File: config.mk
export PLATFORM = sky130hd
export DESIGN_NAME = calc_display_scan
export DESIGN_NICKNAME = d
export VERILOG_FILES = /design/src/rtl/calc_display_scan.sv
export SDC_FILE = /design/constraint.sdc
export NUM_CORES = 1
export LEC_CHECK = 0
export ABC_AREA = 1
export CAP_MARGIN = 20
export CORE_MARGIN = 2
export CORE_UTILIZATION = 50
export DETAILED_ROUTE_END_ITERATION = 7
export GPL_TIMING_DRIVEN = 1
export PLACE_DENSITY = 0.78
export SLEW_MARGIN = 20
export SYNTH_ARGS = -nofsm -noshare
export SYNTH_HDL_FRONTEND = slang
export SYNTH_SLANG_ARGS = --single-unit
File: constraint.sdc
create_clock -name clock -period 6.9 [get_ports clock]
set_input_delay 0.69 -clock clock [delete_from_list [all_inputs] [get_ports clock]]
set_output_delay 0.69 -clock clock [all_outputs]
set_load 0.005 [all_outputs]
File: src/rtl/calc_display_scan.sv
// calc_display_scan: captures the core's digit stream into a shadow buffer,
// commits complete 8-digit frames atomically and scans them onto eight
// common-anode 7-segment displays. While the core reports an error, the
// displays show "Erro" instead of the committed frame.
// Optional feature: define CALC_DISP_ZERO_BLANK_EN to blank leading zeros
// on displays 7..1 (display 0 always shows its digit).
module calc_display_scan #(
  parameter int REFRESH_DIV = 50000
) (
  input  logic       clock,
  input  logic       reset,
  input  logic [1:0] status,
  input  logic [3:0] data,
  input  logic [3:0] pos,
  output logic [7:0] an,
  output logic [6:0] seg,
  output logic       frame_done
);

  localparam int CW = $clog2(REFRESH_DIV);
  localparam logic [CW-1:0] DIV_LAST = CW'(REFRESH_DIV - 1);

  // Segment patterns {g,f,e,d,c,b,a}, active-low
  localparam logic [6:0] SEG_E     = 7'b0000110;
  localparam logic [6:0] SEG_R     = 7'b0101111;
  localparam logic [6:0] SEG_O     = 7'b0100011;
  localparam logic [6:0] SEG_BLANK = 7'b1111111;

  logic [3:0]    r_shadow [8];
  logic [3:0]    r_disp   [8];
  logic          r_err;
  logic          r_prev_end;
  logic [CW-1:0] r_div_cnt;
  logic [2:0]    r_idx;

  // pos[3] set means pos >= 8, i.e. end of frame
  logic w_pos_end;
  logic w_commit;
  logic w_capture;
  logic w_err_set;

  assign w_pos_end = pos[3];
  assign w_commit  = w_pos_end & ~r_prev_end;
  assign w_capture = (status == 2'b01) & ~w_pos_end;
  assign w_err_set = (status == 2'b00);

  // Capture incoming digits into the shadow buffer while the core is busy
  always_ff @(posedge clock or posedge reset) begin
    if (reset) begin
      for (int k = 0; k < 8; k++) r_shadow[k] <= '0;
    end else if (w_capture) begin
      r_shadow[pos[2:0]] <= data;
    end
  end

  // Commit on the rising edge into end-of-frame; error set overrides the clear
  always_ff @(posedge clock or posedge reset) begin
    if (reset) begin
      for (int k = 0; k < 8; k++) r_disp[k] <= '0;
      r_err      <= 1'b0;
      r_prev_end <= 1'b0;
      frame_done <= 1'b0;
    end else begin
      r_prev_end <= w_pos_end;
      frame_done <= w_commit;
      if (w_commit) begin
        for (int k = 0; k < 8; k++) r_disp[k] <= r_shadow[k];
      end
      if (w_err_set) r_err <= 1'b1;
      else if (w_commit) r_err <= 1'b0;
    end
  end

  // Refresh divider and digit index rotation
  always_ff @(posedge clock or posedge reset) begin
    if (reset) begin
      r_div_cnt <= '0;
      r_idx     <= '0;
    end else if (r_div_cnt == DIV_LAST) begin
      r_div_cnt <= '0;
      r_idx     <= r_idx + 3'd1;
    end else begin
      r_div_cnt <= r_div_cnt + 1'b1;
    end
  end

  // w_blank_vec[i]: display i would be a leading zero (never true for display 0)
  logic [7:0] w_blank_vec;
  logic [3:0] w_digit;
  logic       w_blank;
  logic [6:0] w_digit_seg;
  logic [6:0] w_err_seg;
  logic [6:0] w_seg_next;

`ifdef CALC_DISP_ZERO_BLANK_EN
  assign w_blank_vec[0] = 1'b0;
  genvar gi;
  generate
    for (gi = 1; gi < 8; gi++) begin : g_lz
      if (gi == 7) begin : g_top
        assign w_blank_vec[gi] = (r_disp[gi] == 4'd0);
      end else begin : g_mid
        assign w_blank_vec[gi] = (r_disp[gi] == 4'd0) & w_blank_vec[gi+1];
      end
    end
  endgenerate
`else
  assign w_blank_vec = 8'h00;
`endif

  assign w_digit = r_disp[r_idx];
  assign w_blank = w_blank_vec[r_idx];

  // BCD to 7-segment decode; codes 10..15 render blank
  always_comb begin
    w_digit_seg = SEG_BLANK;
    case (w_digit)
      4'd0: w_digit_seg = 7'b1000000;
      4'd1: w_digit_seg = 7'b1111001;
      4'd2: w_digit_seg = 7'b0100100;
      4'd3: w_digit_seg = 7'b0110000;
      4'd4: w_digit_seg = 7'b0011001;
      4'd5: w_digit_seg = 7'b0010010;
      4'd6: w_digit_seg = 7'b0000010;
      4'd7: w_digit_seg = 7'b1111000;
      4'd8: w_digit_seg = 7'b0000000;
      4'd9: w_digit_seg = 7'b0010000;
      default: w_digit_seg = SEG_BLANK;
    endcase
  end

  // "Erro" on displays 3..0, blank on 7..4
  always_comb begin
    w_err_seg = SEG_BLANK;
    case (r_idx)
      3'd3: w_err_seg = SEG_E;
      3'd2: w_err_seg = SEG_R;
      3'd1: w_err_seg = SEG_R;
      3'd0: w_err_seg = SEG_O;
      default: w_err_seg = SEG_BLANK;
    endcase
  end

  assign w_seg_next = r_err   ? w_err_seg :
                      w_blank ? SEG_BLANK : w_digit_seg;

  // Registered display drive; dark during reset
  always_ff @(posedge clock or posedge reset) begin
    if (reset) begin
      an  <= 8'hFF;
      seg <= SEG_BLANK;
    end else begin
      an  <= ~(8'd1 << r_idx);
      seg <= w_seg_next;
    end
  end

endmodule
==> flow_summary_export.csv, run 1 <==
group,metric,value,unit
clock_tree,clock_latency,0.37,ns
detailed_routing,drt-wirelength-per-cell,13.1,um
timing,min_period,2.33,ns
worst_setup_path,crit_type,"flip-flop to flip-flop",
clock_tree,cts.clk_slew.worst_paths,0.10,ns
placed_design,dp_hpwl,6390,um
finish,area_growth,10.8,%
floorplan,core,0.00915,sq mm
worst_setup_path,startpoint_type,"flip-flop",
worst_setup_path,critical_path.max_stage_delay,0.84,ns
timing,tns,0,ns
placed_design,globalplace.congestion,0.951,
floorplan,die_h,101,um
logic_synthesis,avgSynthCellArea,8.89,sq um
outcome,outcome,"completed",
pwr,p_leak,2.54,nW
logic_synthesis,yosys-top-cells-area,"dfrtp_1 (46%), nand2_1 (12%), dfstp_2 (8.4%), o21ai_0 (6.1%), inv_1 (4.8%)",
placed_design,place_inst,651,
finish,multiInputGateArea,0.00177,sq mm
timing,hold_violations,0,
finish,layoutNonFillerInstCount,667,
clock_tree,cts-resized-gates,0,
floorplan,start_util,51.0,%
logic_synthesis,synthArstFlopShare,100,%
floorplan,rows,35,
logic_synthesis,ys_warn_count,0,
detailed_routing,vias,3446,
worst_setup_path,cp_cell_sequence,"inv_6 > nand2_1 > nand3_1 > nand2_1 > nand2_1 > nand2_1 > inv_1 > ha_1 > nand3_1 > nand3_1 > nand2_1 > nand2_1 > nand2_1",
grt,grt_pass1_vias,3243,
worst_setup_path,cp_slowest_cell,"dfrtp_1",
floorplan,io_pins,28,
worst_setup_path,crit_path_end_kind,"flip-flop",
worst_setup_path,crit_top_cell,"nand2_1",
timing,timing.final.crit_share,33.7,%
timing,worstMarginPinSlew,0.766,ns
timing,fmax,430,MHz
finish,finalInstanceArea,0.00517,sq mm
min_path,min_path_type,"flip-flop to flip-flop",
clock_tree,cts_tree,"yes",
finish,fillers,779,
logic_synthesis,synthFlopType,"dfrtp_1",
clock_tree,hold_buffers,0,
detailed_routing,routed_wl,8710,um
floorplan,die-area,0.0101,sq mm
clock_tree,cts.path.max_buffers,2,
placed_design,portBuffers,27,
logic_synthesis,syn_nets,549,
timing,finClkSkew,0.0174,ns
grt,grt_max_degree,60,
timing,rsz0062_at_grt,"no",
grt,antenna_found_initial,0,
finish,n_antenna_cell,0,
timing,finalSetupViolCount,0,
placed_design,placed_area,0.00499,sq mm
logic_synthesis,ys_ff_latch,101,
floorplan,fp.dieW,101,um
finish,fin_nets,575,
detailed_routing,drt_pre_antenna_iters,5,
timing,setup_ws,4.57,ns
grt,grt_pass1_wl,15100,um
worst_setup_path,required,7.20,ns
pwr,power,1.26,mW
placed_design,place_ws,4.40,ns
grt,gr-total-overflow,0,
logic_synthesis,syn_area,0.00467,sq mm
logic_synthesis,syn_inst,525,
detailed_routing,drtAntennaViolNets,0,
timing,drv_slew,0,
detailed_routing,drt_iter0_drc,218,
flow_run,maxCapViolations,0,
logic_synthesis,synth.distinct_cells,38,
logic_synthesis,ys_seq_area_share,54.6,%
timing,maxSlewHeadroom,49.0,%
clock_tree,post-cts-setup-buffers,0,
logic_synthesis,synth_largest_area_cell,"dfrtp_1",
logic_synthesis,yosysTopAreaCellShare,46.1,%
logic_synthesis,synthTopCellsByCount,"nand2_1 (153), dfrtp_1 (86), inv_1 (60), o21ai_0 (57), nand3_1 (33)",
pwr,ir_drop,138,uV
pwr,p_per_area,244,mW/mm^2
detailed_routing,drc_errors,0,
clock_tree,cts_made_buffers,9,
finish,regArea,0.00255,sq mm
finish,drive_gt1_share,11.7,%
worst_setup_path,critical_path_peak_fanout,20,
clock_tree,cts_sinks,101,
worst_setup_path,arrival,2.63,ns
detailed_routing,viasPerCell,5.17,
grt,grt_usage,18.9,%
logic_synthesis,synth.most_common_cell,"nand2_1",
logic_synthesis,synth-edff-count,0,
clock_tree,root_buffer,"clkbuf_8",
clock_tree,cts_max_level,3,
[worst max-delay path, delay by kind of cell, from the launching register on]
family        cells  cell delay [ns]
buf+inv           2             0.28
fa+ha+maj         1             0.28
flops             1             0.84
simple gates     10             0.85
[sequential cells by signal, indices dropped and copies added, names as in the netlist]
register,flops
r_idx,3
an,8
r_shadow,32
seg,7
r_disp,32
r_div_cnt,16
frame_done,1
r_prev_end,1
r_err,1
[final cells by class]
class                           instances  area share [%]
Clock buffer                            9            2.40
Clock inverter                          7            1.06
Inverter                               65            4.89
Multi-Input combinational cell        345            34.2
Sequential cell                       101            49.2
Tap cell                              111            2.69
Timing Repair Buffer                   29            5.52
[where the power goes]
group / switching, mW / total, mW / internal [mW]
sequential: 0.0392 / 0.718 / 0.679
combinational: 0.122 / 0.203 / 0.0810
clock: 0.207 / 0.342 / 0.136
total: 0.368 / 1.26 / 0.896
[cell families (layout without fill, tap and decap cells)]
kind of cell             count (synthesis)  count (layout)  share of synthesized area [%]
AND/OR/NAND/NOR                        248             248                           24.3
AO/OA/AOI/OAI                           77              77                           8.82
adder cells (fa/ha/maj)                 12              12                           3.22
buffers and inverters                   79             110                           7.61
XOR/XNOR                                 8               8                           1.50
flip-flops                             101             101                           54.6
[routing by layer]
metal | part of all wire (%) | vias up | track usage (%)
met2 | 46 | 96 | 29.9
met4 | 2.6 | 0 | 8.11
met5 | 0 | - | 0
met1 | 46 | 1611 | 25.5
met3 | 4.4 | 18 | 3.95
li1 | - | 1721 | -
[metrics by stage]
| step | hold WS (ns) | utilization (%) |
|---|---|---|
| 2_1_floorplan | 0.431 | - |
| 3_3_place_gp | 0.449 | 54.5 |
| 3_5_place_dp | 0.466 | 54.5 |
| 4_1_cts | 0.479 | 56.5 |
| 5_1_grt | 0.511 | 56.5 |
| 6_report | 0.486 | 56.5 |
[path summary, 6_finish.rpt]
kind | start | to | slack, ns | cells after the start
worst max-delay path | r_idx[0] | seg[3] | 4.57 | 13
worst min-delay path | r_div_cnt[0] | r_div_cnt[0] | 0.49 | 1
worst max register to register | r_idx[0] | seg[3] | 4.57 | 13
worst min register to register | r_div_cnt[0] | r_div_cnt[0] | 0.49 | 1
max in group asynchronous | reset | r_disp[21] | 5.00 | 3
min in group asynchronous | reset | r_div_cnt[1] | 0.73 | 2
[cells in the final DEF (no fill, tap or decap), types with 6 or more instances in the layout]
master	count
nand2_1	153
dfrtp_1	86
inv_1	59
o21ai_0	57
nand3_1	33
clkdlybuf4s50_1	27
nor2_1	22
dfstp_2	15
ha_1	12
clkbuf_8	9
nand4_1	8
xor2_1	7
a21oi_1	7
nor2_2	6
Power figures use the tool's default switching activity.
==> inputs of run 2 (changes only) <==
--- a/config.mk
+++ b/config.mk
@@ -11,7 +11,7 @@
 export CORE_UTILIZATION = 50
 export DETAILED_ROUTE_END_ITERATION = 7
 export GPL_TIMING_DRIVEN = 1
-export PLACE_DENSITY = 0.78
+export PLACE_DENSITY = 0.81
 export SLEW_MARGIN = 20
 export SYNTH_ARGS = -nofsm -noshare
 export SYNTH_HDL_FRONTEND = slang
==> constraint.sdc (replaced) <==
create_clock -name clock -period 1.95 [get_ports clock]
set_input_delay 0.195 -clock clock [delete_from_list [all_inputs] [get_ports clock]]
set_output_delay 0.195 -clock clock [all_outputs]
set_load 0.005 [all_outputs]
==> run 2 against run 1 <==
Against the previous run:
- utilization rose by 2.0 points
- final cell count rose by 1.8%
- critical path type unchanged
- combinational power rose to 3.7 times the previous value
- critical path depth shrank 1
- largest cell class unchanged
==> flow_summary_export.csv, run 2 (same netlist as run 1, synthesis figures left out) <==
group,metric,value,unit
worst_setup_path,arrival,2.15,ns
finish,n_antenna_cell,0,
finish,area_growth,14.7,%
finish,drive_gt1_share,14.1,%
worst_setup_path,crit_type,"flip-flop to flip-flop",
timing,worstMarginPinSlew,0.535,ns
worst_setup_path,cp_cell_sequence,"buf_4 > buf_4 > nand2_1 > nand3_2 > nand3_1 > o21ai_2 > ha_1 > nand3_1 > nand3_1 > nand2_1 > nand2_1 > nand2_1",
timing,drv_slew,0,
pwr,p_per_area,894,mW/mm^2
detailed_routing,drt_iter0_drc,292,
detailed_routing,drc_errors,0,
clock_tree,cts.path.max_buffers,2,
worst_setup_path,crit_path_end_kind,"flip-flop",
detailed_routing,vias,3467,
floorplan,fp.dieW,101,um
worst_setup_path,critical_path_buf_inv_count,2,
finish,final_core_util,58.5,%
detailed_routing,drtAntennaViolNets,0,
worst_setup_path,ff2ff_path_depth,12,
worst_setup_path,crit_cells,12,
clock_tree,cts_made_buffers,9,
worst_setup_path,crit_top_cell,"nand2_1",
timing,finalSetupViolCount,0,
worst_setup_path,critPathTopFamily,"simple AND/OR/NAND/NOR gates",
outcome,outcome,"completed",
finish,layout_commonest_cell,"nand2_1",
worst_setup_path,critical_path_peak_fanout,4,
grt,gr-total-overflow,0,
pwr,p_leak,2.63,nW
min_path,min_path_type,"input port to asynchronous set/reset pin",
placed_design,placed_area,0.00506,sq mm
placed_design,portBuffers,27,
placed_design,place_ws,0.0259,ns
placed_design,globalplace.congestion,0.933,
detailed_routing,routed_wl,9090,um
floorplan,core,0.00915,sq mm
floorplan,rows,35,
timing,timing.final.crit_share,94.4,%
flow_run,maxCapViolations,0,
timing,finClkSkew,0.0105,ns
grt,grt_max_degree,102,
grt,grt_pass1_wl,15300,um
clock_tree,root_buffer,"clkbuf_8",
floorplan,start_util,51.0,%
pwr,ir_drop,569,uV
detailed_routing,viasPerCell,5.11,
worst_setup_path,reg2reg_slack,0.11,ns
placed_design,dp_hpwl,6360,um
timing,hold_violations,0,
timing,min_period,1.84,ns
worst_setup_path,critical_path.max_stage_delay,0.46,ns
clock_tree,cts_max_level,3,
clock_tree,cts_tree,"yes",
floorplan,io_pins,28,
grt,grt_pass1_vias,3193,
timing,fmax,543,MHz
floorplan,die-area,0.0101,sq mm
floorplan,die_h,101,um
clock_tree,cts.clk_slew.worst_paths,0.10,ns
worst_setup_path,cp_slowest_cell,"dfrtp_2",
finish,final_cell_mix,"nand2_1 (152), dfrtp_1 (84), inv_1 (59)",
detailed_routing,drt_pre_antenna_iters,5,
finish,reg_top3,"r_disp: 32 flops, r_shadow: 32 flops, r_div_cnt: 16 flops",
grt,antenna_found_initial,0,
worst_setup_path,r2r_start,"r_idx[0]",
timing,setup_ws,0.108,ns
worst_setup_path,startpoint_type,"flip-flop",
detailed_routing,drt-wirelength-per-cell,13.4,um
finish,fin_nets,587,
worst_setup_path,required,2.26,ns
clock_tree,cts_sinks,101,
worst_setup_path,startpoint,"r_idx[0]",
timing,maxSlewHeadroom,64.3,%
worst_setup_path,r2r-end,"seg[3]",
grt,grt_usage,19.2,%
worst_setup_path,crit_end,"seg[3]",
clock_tree,clock_latency,0.36,ns
finish,finalInstanceArea,0.00535,sq mm
## run 2: how the worst min path moves through the flow
stage,start,endpoint,slack (ns)
after floorplan,pos[3],r_prev_end,0.23
after global placement,r_div_cnt[0],r_div_cnt[0],0.44
after detailed placement,r_div_cnt[0],r_div_cnt[0],0.46
after CTS,reset,r_div_cnt[14],0.35
after global routing,reset,r_div_cnt[11],0.39
final,reset,r_div_cnt[12],0.33
## run 2: routing by layer
layer	vias up	track usage [%]	wire length, um
met3	9	3.61	332
met2	76	29.9	4330
met1	1634	27.5	4320
met4	0	5.80	110
met5	-	0	0
li1	1748	-	-
## run 2: worst reg2reg max path: stages (launching register included)
cell     delay, ns
dfrtp_2       0.46
buf_4         0.17
buf_4         0.14
nand2_1       0.07
nand3_2       0.09
nand3_1       0.09
o21ai_2       0.09
ha_1          0.31
nand3_1       0.12
nand3_1       0.09
nand2_1       0.06
nand2_1       0.05
nand2_1       0.07
## run 2: where the power goes
| part | total (mW) | leakage [nW] | internal [mW] | switching (mW) |
|---|---|---|---|---|
| Combinational | 0.755 | 1.25 | 0.294 | 0.460 |
| Sequential | 2.53 | 1.26 | 2.40 | 0.129 |
| Clock | 1.50 | 0.115 | 0.769 | 0.730 |
## run 2: area by class of cell
class                   count  area (sq um)
fillers                   769          3800
flip-flops and latches    101          2550
multi-input cells         345          1770
repair buffers             41           410
inverters                  65           255
well taps                 111           139
clock buffers              10           138
clock inverters             6          92.6
## run 2: per-stage QoR
step           hold slack, ns  setup TNS (ns)  total power, mW  std cells
3_5_place_dp            0.458               0             3.31        657
3_3_place_gp            0.445               0             3.27        657
6_report                0.328               0             4.78        679
2_1_floorplan           0.226               0             3.05        525
4_1_cts                 0.353               0             4.82        673
5_1_grt                 0.390         -0.0138             5.06        679
## run 2: timing repair
action | in CTS | in global routing
buffers inserted | 0 | 6
hold buffers | 0 | 0
resized for setup | 1 | 2
endpoints found under the setup margin | 1 | 6
